## config.mk

```make
export PLATFORM = sky130hd
export DESIGN_NAME = load_store_unit_flat
export DESIGN_NICKNAME = d
export VERILOG_FILES = /design/src/rtl/load_store_unit_if.sv /design/src/rtl/load_store_unit.sv /design/src/flat_wrapper.sv
export SDC_FILE = /design/constraint.sdc
export NUM_CORES = 1
export LEC_CHECK = 0
export BUFFER_PORTS_ARGS = -buffer_cell sky130_fd_sc_hd__buf_2
export CAP_MARGIN = 10
export CORE_MARGIN = 2
export CORE_UTILIZATION = 53
export DETAILED_ROUTE_END_ITERATION = 12
export PLACE_DENSITY = 0.81
export SYNTH_ARGS = -nofsm -noshare
export SYNTH_HDL_FRONTEND = slang
export SYNTH_SLANG_ARGS = --single-unit
```

## constraint.sdc

```tcl
create_clock -name clk -period 4.9 [get_ports clk]
set_clock_uncertainty 0.05 [all_clocks]
set_input_delay 0.49 -clock clk [delete_from_list [all_inputs] [get_ports clk]]
set_output_delay 0.49 -clock clk [all_outputs]
set_load 0.02 [all_outputs]
```

## src/rtl/load_store_unit_if.sv

```systemverilog
// load_store_unit_if
//   Bundles the CPU request/response handshake and the word-organised data
//   memory port of the load/store unit.
//   Ports (signals):
//     req_valid/req_ready      request handshake
//     req_wEn, req_funct3      store flag and RISC-V width code
//     req_addr, req_wdata      byte address and store data
//     resp_valid/rdata/error   one-cycle response
//     mem_wEn, mem_address     memory write enable and word-aligned byte address
//     mem_write_data           full word written to memory
//     mem_read_data            registered memory read data
//   Modports: slave = the load/store unit, master = the CPU/memory side.
interface load_store_unit_if;
  logic        req_valid;
  logic        req_ready;
  logic        req_wEn;
  logic [2:0]  req_funct3;
  logic [31:0] req_addr;
  logic [31:0] req_wdata;
  logic        resp_valid;
  logic [31:0] resp_rdata;
  logic        resp_error;
  logic        mem_wEn;
  logic [15:0] mem_address;
  logic [31:0] mem_write_data;
  logic [31:0] mem_read_data;

  modport slave (
    input  req_valid, req_wEn, req_funct3, req_addr, req_wdata, mem_read_data,
    output req_ready, resp_valid, resp_rdata, resp_error,
           mem_wEn, mem_address, mem_write_data
  );

  modport master (
    output req_valid, req_wEn, req_funct3, req_addr, req_wdata, mem_read_data,
    input  req_ready, resp_valid, resp_rdata, resp_error,
           mem_wEn, mem_address, mem_write_data
  );
endinterface

```

## src/rtl/load_store_unit.sv

```systemverilog
// load_store_unit
//   Accepts one load or store at a time from the execute stage, drives the
//   word-organised data memory, extends sub-word load data and performs
//   byte/halfword stores as read-modify-write. Every accepted request gets
//   exactly one response; misaligned or illegal requests answer with an
//   error and never touch memory.
//   Ports:
//     clk  - rising-edge clock
//     rst  - asynchronous active-high reset
//     bus  - load_store_unit_if.slave (request, response and memory port)
//
//   state | meaning
//   ------+-----------------------------------------------------------
//   IDLE  | ready for a request; error check happens on acceptance
//   READ  | memory address presented for the read of the target word
//   DATA  | read word arrives: extend for loads, merge for SB/SH
//   WRITE | single-cycle memory write (SW data or merged word)
//   DONE  | one-cycle response pulse
module load_store_unit (
  input  logic             clk,
  input  logic             rst,
  load_store_unit_if.slave bus
);

  typedef enum logic [2:0] {
    IDLE  = 3'd0,
    READ  = 3'd1,
    DATA  = 3'd2,
    WRITE = 3'd3,
    DONE  = 3'd4
  } state_t;

  state_t      state;
  state_t      state_next;

  logic        wen_q;
  logic [2:0]  funct3_q;
  logic [15:0] addr_q;
  logic [31:0] wdata_q;
  logic [31:0] merge_q;
  logic [31:0] rdata_q;
  logic        error_q;

  logic        accept;
  logic        req_illegal;
  logic        req_misaligned;
  logic        req_error;
  logic        req_is_sw;

  logic [7:0]  rd_byte;
  logic [15:0] rd_half;
  logic [31:0] load_ext;
  logic [31:0] merged;

  // Upper address bits are outside the 16-bit memory space.
  logic        unused_addr_hi;
  assign unused_addr_hi = ^bus.req_addr[31:16];

  assign accept = bus.req_valid && (state == IDLE);

  // Request decode, evaluated on the live request at acceptance.
  always_comb begin
    req_illegal    = 1'b0;
    req_misaligned = 1'b0;
    case (bus.req_funct3)
      3'b011, 3'b110, 3'b111: req_illegal = 1'b1;
      3'b100, 3'b101:         req_illegal = bus.req_wEn;
      default:                req_illegal = 1'b0;
    endcase
    case (bus.req_funct3[1:0])
      2'b01:   req_misaligned = bus.req_addr[0];
      2'b10:   req_misaligned = (bus.req_addr[1:0] != 2'b00);
      default: req_misaligned = 1'b0;
    endcase
  end

  assign req_error = req_illegal || req_misaligned;
  assign req_is_sw = bus.req_wEn && (bus.req_funct3[1:0] == 2'b10);

  // State register
  always_ff @(posedge clk or posedge rst) begin
    if (rst) begin
      state <= IDLE;
    end else begin
      state <= state_next;
    end
  end

  // Next-state logic
  always_comb begin
    state_next = state;
    case (state)
      IDLE: begin
        if (accept) begin
          if (req_error) begin
            state_next = DONE;
          end else if (req_is_sw) begin
            state_next = WRITE;
          end else begin
            state_next = READ;
          end
        end
      end
      READ:    state_next = DATA;
      DATA:    state_next = wen_q ? WRITE : DONE;
      WRITE:   state_next = DONE;
      DONE:    state_next = IDLE;
      default: state_next = IDLE;
    endcase
  end

  // Output logic; driven purely from state so reset drops mem_wEn at once.
  always_comb begin
    bus.req_ready  = (state == IDLE);
    bus.resp_valid = (state == DONE);
    bus.mem_wEn    = (state == WRITE);
  end

  // Lane extraction from the read word (little-endian lanes).
  always_comb begin
    rd_byte = 8'h00;
    case (addr_q[1:0])
      2'd0: rd_byte = bus.mem_read_data[7:0];
      2'd1: rd_byte = bus.mem_read_data[15:8];
      2'd2: rd_byte = bus.mem_read_data[23:16];
      2'd3: rd_byte = bus.mem_read_data[31:24];
      default: rd_byte = 8'h00;
    endcase
    rd_half = addr_q[1] ? bus.mem_read_data[31:16] : bus.mem_read_data[15:0];
  end

  always_comb begin
    load_ext = bus.mem_read_data;
    case (funct3_q)
      3'b000:  load_ext = {{24{rd_byte[7]}}, rd_byte};
      3'b001:  load_ext = {{16{rd_half[15]}}, rd_half};
      3'b100:  load_ext = {24'h000000, rd_byte};
      3'b101:  load_ext = {16'h0000, rd_half};
      default: load_ext = bus.mem_read_data;
    endcase
  end

  // Read-modify-write merge: only the addressed lane takes store data.
  always_comb begin
    merged = bus.mem_read_data;
    if (funct3_q[1:0] == 2'b00) begin
      merged[{addr_q[1:0], 3'b000} +: 8] = wdata_q[7:0];
    end else begin
      merged[{addr_q[1], 4'b0000} +: 16] = wdata_q[15:0];
    end
  end

  // Captured request, merge word and response registers
  always_ff @(posedge clk or posedge rst) begin
    if (rst) begin
      wen_q    <= 1'b0;
      funct3_q <= 3'b000;
      addr_q   <= 16'h0000;
      wdata_q  <= 32'h0000_0000;
      merge_q  <= 32'h0000_0000;
      rdata_q  <= 32'h0000_0000;
      error_q  <= 1'b0;
    end else begin
      if (accept) begin
        wen_q    <= bus.req_wEn;
        funct3_q <= bus.req_funct3;
        addr_q   <= bus.req_addr[15:0];
        wdata_q  <= bus.req_wdata;
        error_q  <= req_error;
        rdata_q  <= 32'h0000_0000;
      end else if (state == DATA) begin
        if (wen_q) begin
          merge_q <= merged;
        end else begin
          rdata_q <= load_ext;
        end
      end
    end
  end

  assign bus.resp_rdata  = rdata_q;
  assign bus.resp_error  = error_q;
  assign bus.mem_address = {addr_q[15:2], 2'b00};
  // SW writes the captured word directly; SB/SH write the merged word.
  assign bus.mem_write_data = (funct3_q[1:0] == 2'b10) ? wdata_q : merge_q;

endmodule

```

## src/flat_wrapper.sv

```systemverilog
// flat-port wrapper written by rule: the top's interface ports become plain ports
module load_store_unit_flat 
  (clk, rst, bus_req_valid, bus_req_wEn, bus_req_funct3, bus_req_addr, bus_req_wdata, bus_mem_read_data, bus_req_ready, bus_resp_valid, bus_resp_rdata, bus_resp_error, bus_mem_wEn, bus_mem_address, bus_mem_write_data);
  load_store_unit_if bus_i ();
  input  logic clk;
  input  logic rst;
  input wire logic [$bits(bus_i.req_valid)-1:0] bus_req_valid;
  input wire logic [$bits(bus_i.req_wEn)-1:0] bus_req_wEn;
  input wire logic [$bits(bus_i.req_funct3)-1:0] bus_req_funct3;
  input wire logic [$bits(bus_i.req_addr)-1:0] bus_req_addr;
  input wire logic [$bits(bus_i.req_wdata)-1:0] bus_req_wdata;
  input wire logic [$bits(bus_i.mem_read_data)-1:0] bus_mem_read_data;
  output wire logic [$bits(bus_i.req_ready)-1:0] bus_req_ready;
  output wire logic [$bits(bus_i.resp_valid)-1:0] bus_resp_valid;
  output wire logic [$bits(bus_i.resp_rdata)-1:0] bus_resp_rdata;
  output wire logic [$bits(bus_i.resp_error)-1:0] bus_resp_error;
  output wire logic [$bits(bus_i.mem_wEn)-1:0] bus_mem_wEn;
  output wire logic [$bits(bus_i.mem_address)-1:0] bus_mem_address;
  output wire logic [$bits(bus_i.mem_write_data)-1:0] bus_mem_write_data;
  assign bus_i.req_valid = bus_req_valid;
  assign bus_i.req_wEn = bus_req_wEn;
  assign bus_i.req_funct3 = bus_req_funct3;
  assign bus_i.req_addr = bus_req_addr;
  assign bus_i.req_wdata = bus_req_wdata;
  assign bus_i.mem_read_data = bus_mem_read_data;
  assign bus_req_ready = bus_i.req_ready;
  assign bus_resp_valid = bus_i.resp_valid;
  assign bus_resp_rdata = bus_i.resp_rdata;
  assign bus_resp_error = bus_i.resp_error;
  assign bus_mem_wEn = bus_i.mem_wEn;
  assign bus_mem_address = bus_i.mem_address;
  assign bus_mem_write_data = bus_i.mem_write_data;
  load_store_unit u_core (.clk(clk), .rst(rst), .bus(bus_i));
endmodule
```

==> metrics list <==
- The flow ran to the end, and the final reports show no timing, DRC or antenna violations.
* Remaining global-route overflow: 0
* Most repeated cell in the gate-level netlist after synthesis: nand2_1
- In this run, post-CTS hold repair placed 0 buffers.
- Clock-pin slew was measured on the worst setup and hold paths at 0.05 ns.
- Die outline width: ~120 um
- Layout-stage area growth over the synthesis result: 19.6%
* Worst slew slack as a fraction of its limit: 0.245
* Layout cells sized above 1: 0.316
* Ant. Diodes: 0
* Minimum period implied by the final worst setup slack: 3.14 ns
- For the worst setup path, the data required time is ~4.4 ns.
- The number of gates resized after CTS was 0.
- In this run the remaining antenna-violating nets after routing total 0.
- Internal power: 3310 uW
- # Max-Cap Violations: 0
* Drt first pass iters: 5
- Counting distinct cell types in the post-synthesis netlist gives 53.
- Count of final hold-check violations: 0
* Starting density of the core: 0.546
* CTS Buf Count: 17
- Of the post-synthesis cell area, the dominant cell type holds 0.454.
- In this run, the number of DRC markers left after iteration 0 of detailed routing was roughly 450.
- After synthesis, the most frequently instantiated cells are nand2_1, dfrtp_1, nand2b_1.
* Yosys Warn Count: 0
* Average routed wire per standard cell: 18.5 um
- The total area inside the core boundary comes to about 0.012 mm2.
* CP Launch Point: u_core.funct3_q[0]
- Wire length of the first global-routing pass: 28.5 mm
- Worst min-delay path class: in2reg
- Final Max Slew Viols: 0
- Setup TNS: 0 ns
- Final nets: slightly above 900
- Data on the critical path arrives at its endpoint at between 2 and 3 ns.
- Routability-driven placement congestion ratio: 0.882
* Buffers on Ports: 168
- After synthesis, the mean cell area works out to between 9 and 10 um2.
- GRT Overall Usage: 0.279
* Highest clock rate: 318 MHz
- Area of the mapped netlist: between 0.006 and 0.007 mm2
- Leak: ~0.004 uW
- The die covers between 0.01 and 0.015 mm2.
- The design draws approximately 6000 uW.
- Pwr per Cell Area: between 700 and 800 mW/mm2
- Of the total power, registers draw 0.311.
* Bufs on Longest Clock Path: 2
- Dpl hpwl: about 13 mm
- Worst Min Path Start: bus_req_addr[6]
* Floorplan die height: between 100 and 150 um
- IR analysis of the VDD net gives a maximum drop of approximately 400 uV.
- Via count of the first global-routing pass: about 5500
- Number of buffers added for setup after CTS: 0
- Clock Tree Root: clkbuf_16
- Synth area leader: dfrtp_1
- Worst slew pin tran: between 1 and 1.5 ns
* Critical Path Sink Type: output pin
* Most used DFF post-synth: dfrtp_1
* Count of final setup violators: 0
- Pin count of the biggest net entering global routing: between 70 and 80
- At the later pin of the worst-skew pair, clock insertion delay measures between 0.4 and 0.5 ns.
- Switching Power: about 2600 uW
- The filler cells instantiated in the layout total a little over 1000.
* Boundary pin count: 187
- The tree built by TritonCTS fans out to 120 sinks.
* Reg-to-reg critical path startpoint: u_core.funct3_q[0]
- The share of total power dissipated in the clock network is 0.210.
- For this run, asynchronously set or reset flops after synthesis account for 1.00.
- Synthesis inferred 120 register bits.
- Kind of start point of the critical path: register
* Sw frac: 0.437
- Unrepaired setup endpoints after global routing: no
* Number of enable flip-flop cells after synthesis: 0
- Largest fanout on the critical path: 32
- The share of total power dissipated in combinational logic is 0.479.
- The number of antenna violations at the first check in global routing is 0.
- By area the synthesized netlist is led by dfrtp_1, nand2_1, mux2_2.
* Average vias per placed instance: just under 6
- Summed over all layers, the routed wires come to 18.3 mm.
* Sequential area share after synthesis: 0.454
- Clock tree from TritonCTS: built
- H-Tree Depth: 4
- Via count: 5718
- Critical path type: reg2out
- The floorplan has 40 rows.
- Synthesis produced 683 cells.
* Drt drc: 0
- Dividing the final minimum period by the clock period gives 0.642.
[worst paths after layout]
path	cells past startpoint	slack, ns	end
worst max-delay path	4	1.76	bus_mem_write_data[24]
worst min-delay path	3	0.20	u_core.addr_q[6]
worst max register to register	3	2.41	u_core.merge_q[26]
worst min register to register	2	0.42	u_core.wdata_q[21]
max in group asynchronous	3	3.43	u_core.bus.resp_rdata[14]
min in group asynchronous	2	0.22	u_core.addr_q[12]
[area by class of cell]
class,instances,area [um2],area share
Multi-Input combinational cell,491,3180,0.403
Sequential cell,120,3000,0.380
Timing Repair Buffer,173,891,0.113
Clock buffer,23,488,0.0617
Tap cell,168,210,0.0266
Clock inverter,8,95.1,0.0120
Inverter,8,32.5,0.00412
[power groups by stage]
stage / registers, uW / logic [uW] / clock network [uW]
2_1_floorplan: 1770 / 2190 / 0
3_3_place_gp: 1800 / 2700 / 0
3_5_place_dp: 1820 / 2800 / 0
4_1_cts: 1820 / 2810 / 1240
5_1_grt: 1880 / 3070 / 1280
6_report: 1830 / 2810 / 1230
[registers in the layout (all words and copies together), names as in the netlist]
signal / flops
u_core.bus.resp_rdata: 32
u_core.merge_q: 32
u_core.wdata_q: 32
u_core.addr_q: 16
u_core.funct3_q: 3
u_core.state: 3
u_core.bus.resp_error: 1
u_core.wen_q: 1
[metal layers]
| layer | global-route usage | share of wire | up-vias |
|---|---|---|---|
| li1 | - | - | 2672 |
| met1 | 0.396 | 0.45 | 2779 |
| met2 | 0.431 | 0.47 | 244 |
| met3 | 0.0685 | 0.075 | 23 |
| met4 | 0.0762 | 0.012 | 0 |
| met5 | 0 | 0 | - |
[placed cells by master (no fill, tap or decap), drive strengths merged, types with 22 or more instances in the layout]
cell    netlist  routed
a21oi        31      31
a22o         36      36
a22oi        22      22
buf          52     173
clkbuf       13      23
dfrtp       120     120
mux2         35      35
nand2       171     171
nand2b       32      32
o21ai        39      39
[metrics by stage]
stage | setup slack, ns | util | hold WS [ns] | cell area (um2) | cells
floorplan | 1.17 | - | 0.392 | 6610 | 684
global placement | 2.26 | 0.603 | 0.403 | 7300 | 959
detailed placement | 2.24 | 0.603 | 0.408 | 7300 | 959
CTS | 1.78 | 0.651 | 0.200 | 7880 | 990
global route | 1.66 | 0.652 | 0.201 | 7900 | 991
finish | 1.76 | 0.652 | 0.205 | 7900 | 991
[cell families (layout without fill, tap and decap cells)]
family / count (synthesis) / after routing / synth area share
AOI/OAI and AO/OA: 190 / 190 / 0.216
adders and majority gates: 9 / 9 / 0.0170
buffers and inverters: 73 / 212 / 0.0657
DFF: 120 / 120 / 0.454
muxes: 51 / 51 / 0.0845
other: 1 / 2 / 0.000568
and+or+nand+nor: 239 / 239 / 0.161
[worst max-delay path, stage by stage, from the launching register on]
cell      delay [ns]
dfrtp_1         0.98
nand2b_1        0.20
buf_4           0.41
mux2_2          0.40
buf_2           0.16
(Power assumes the default switching activity.)
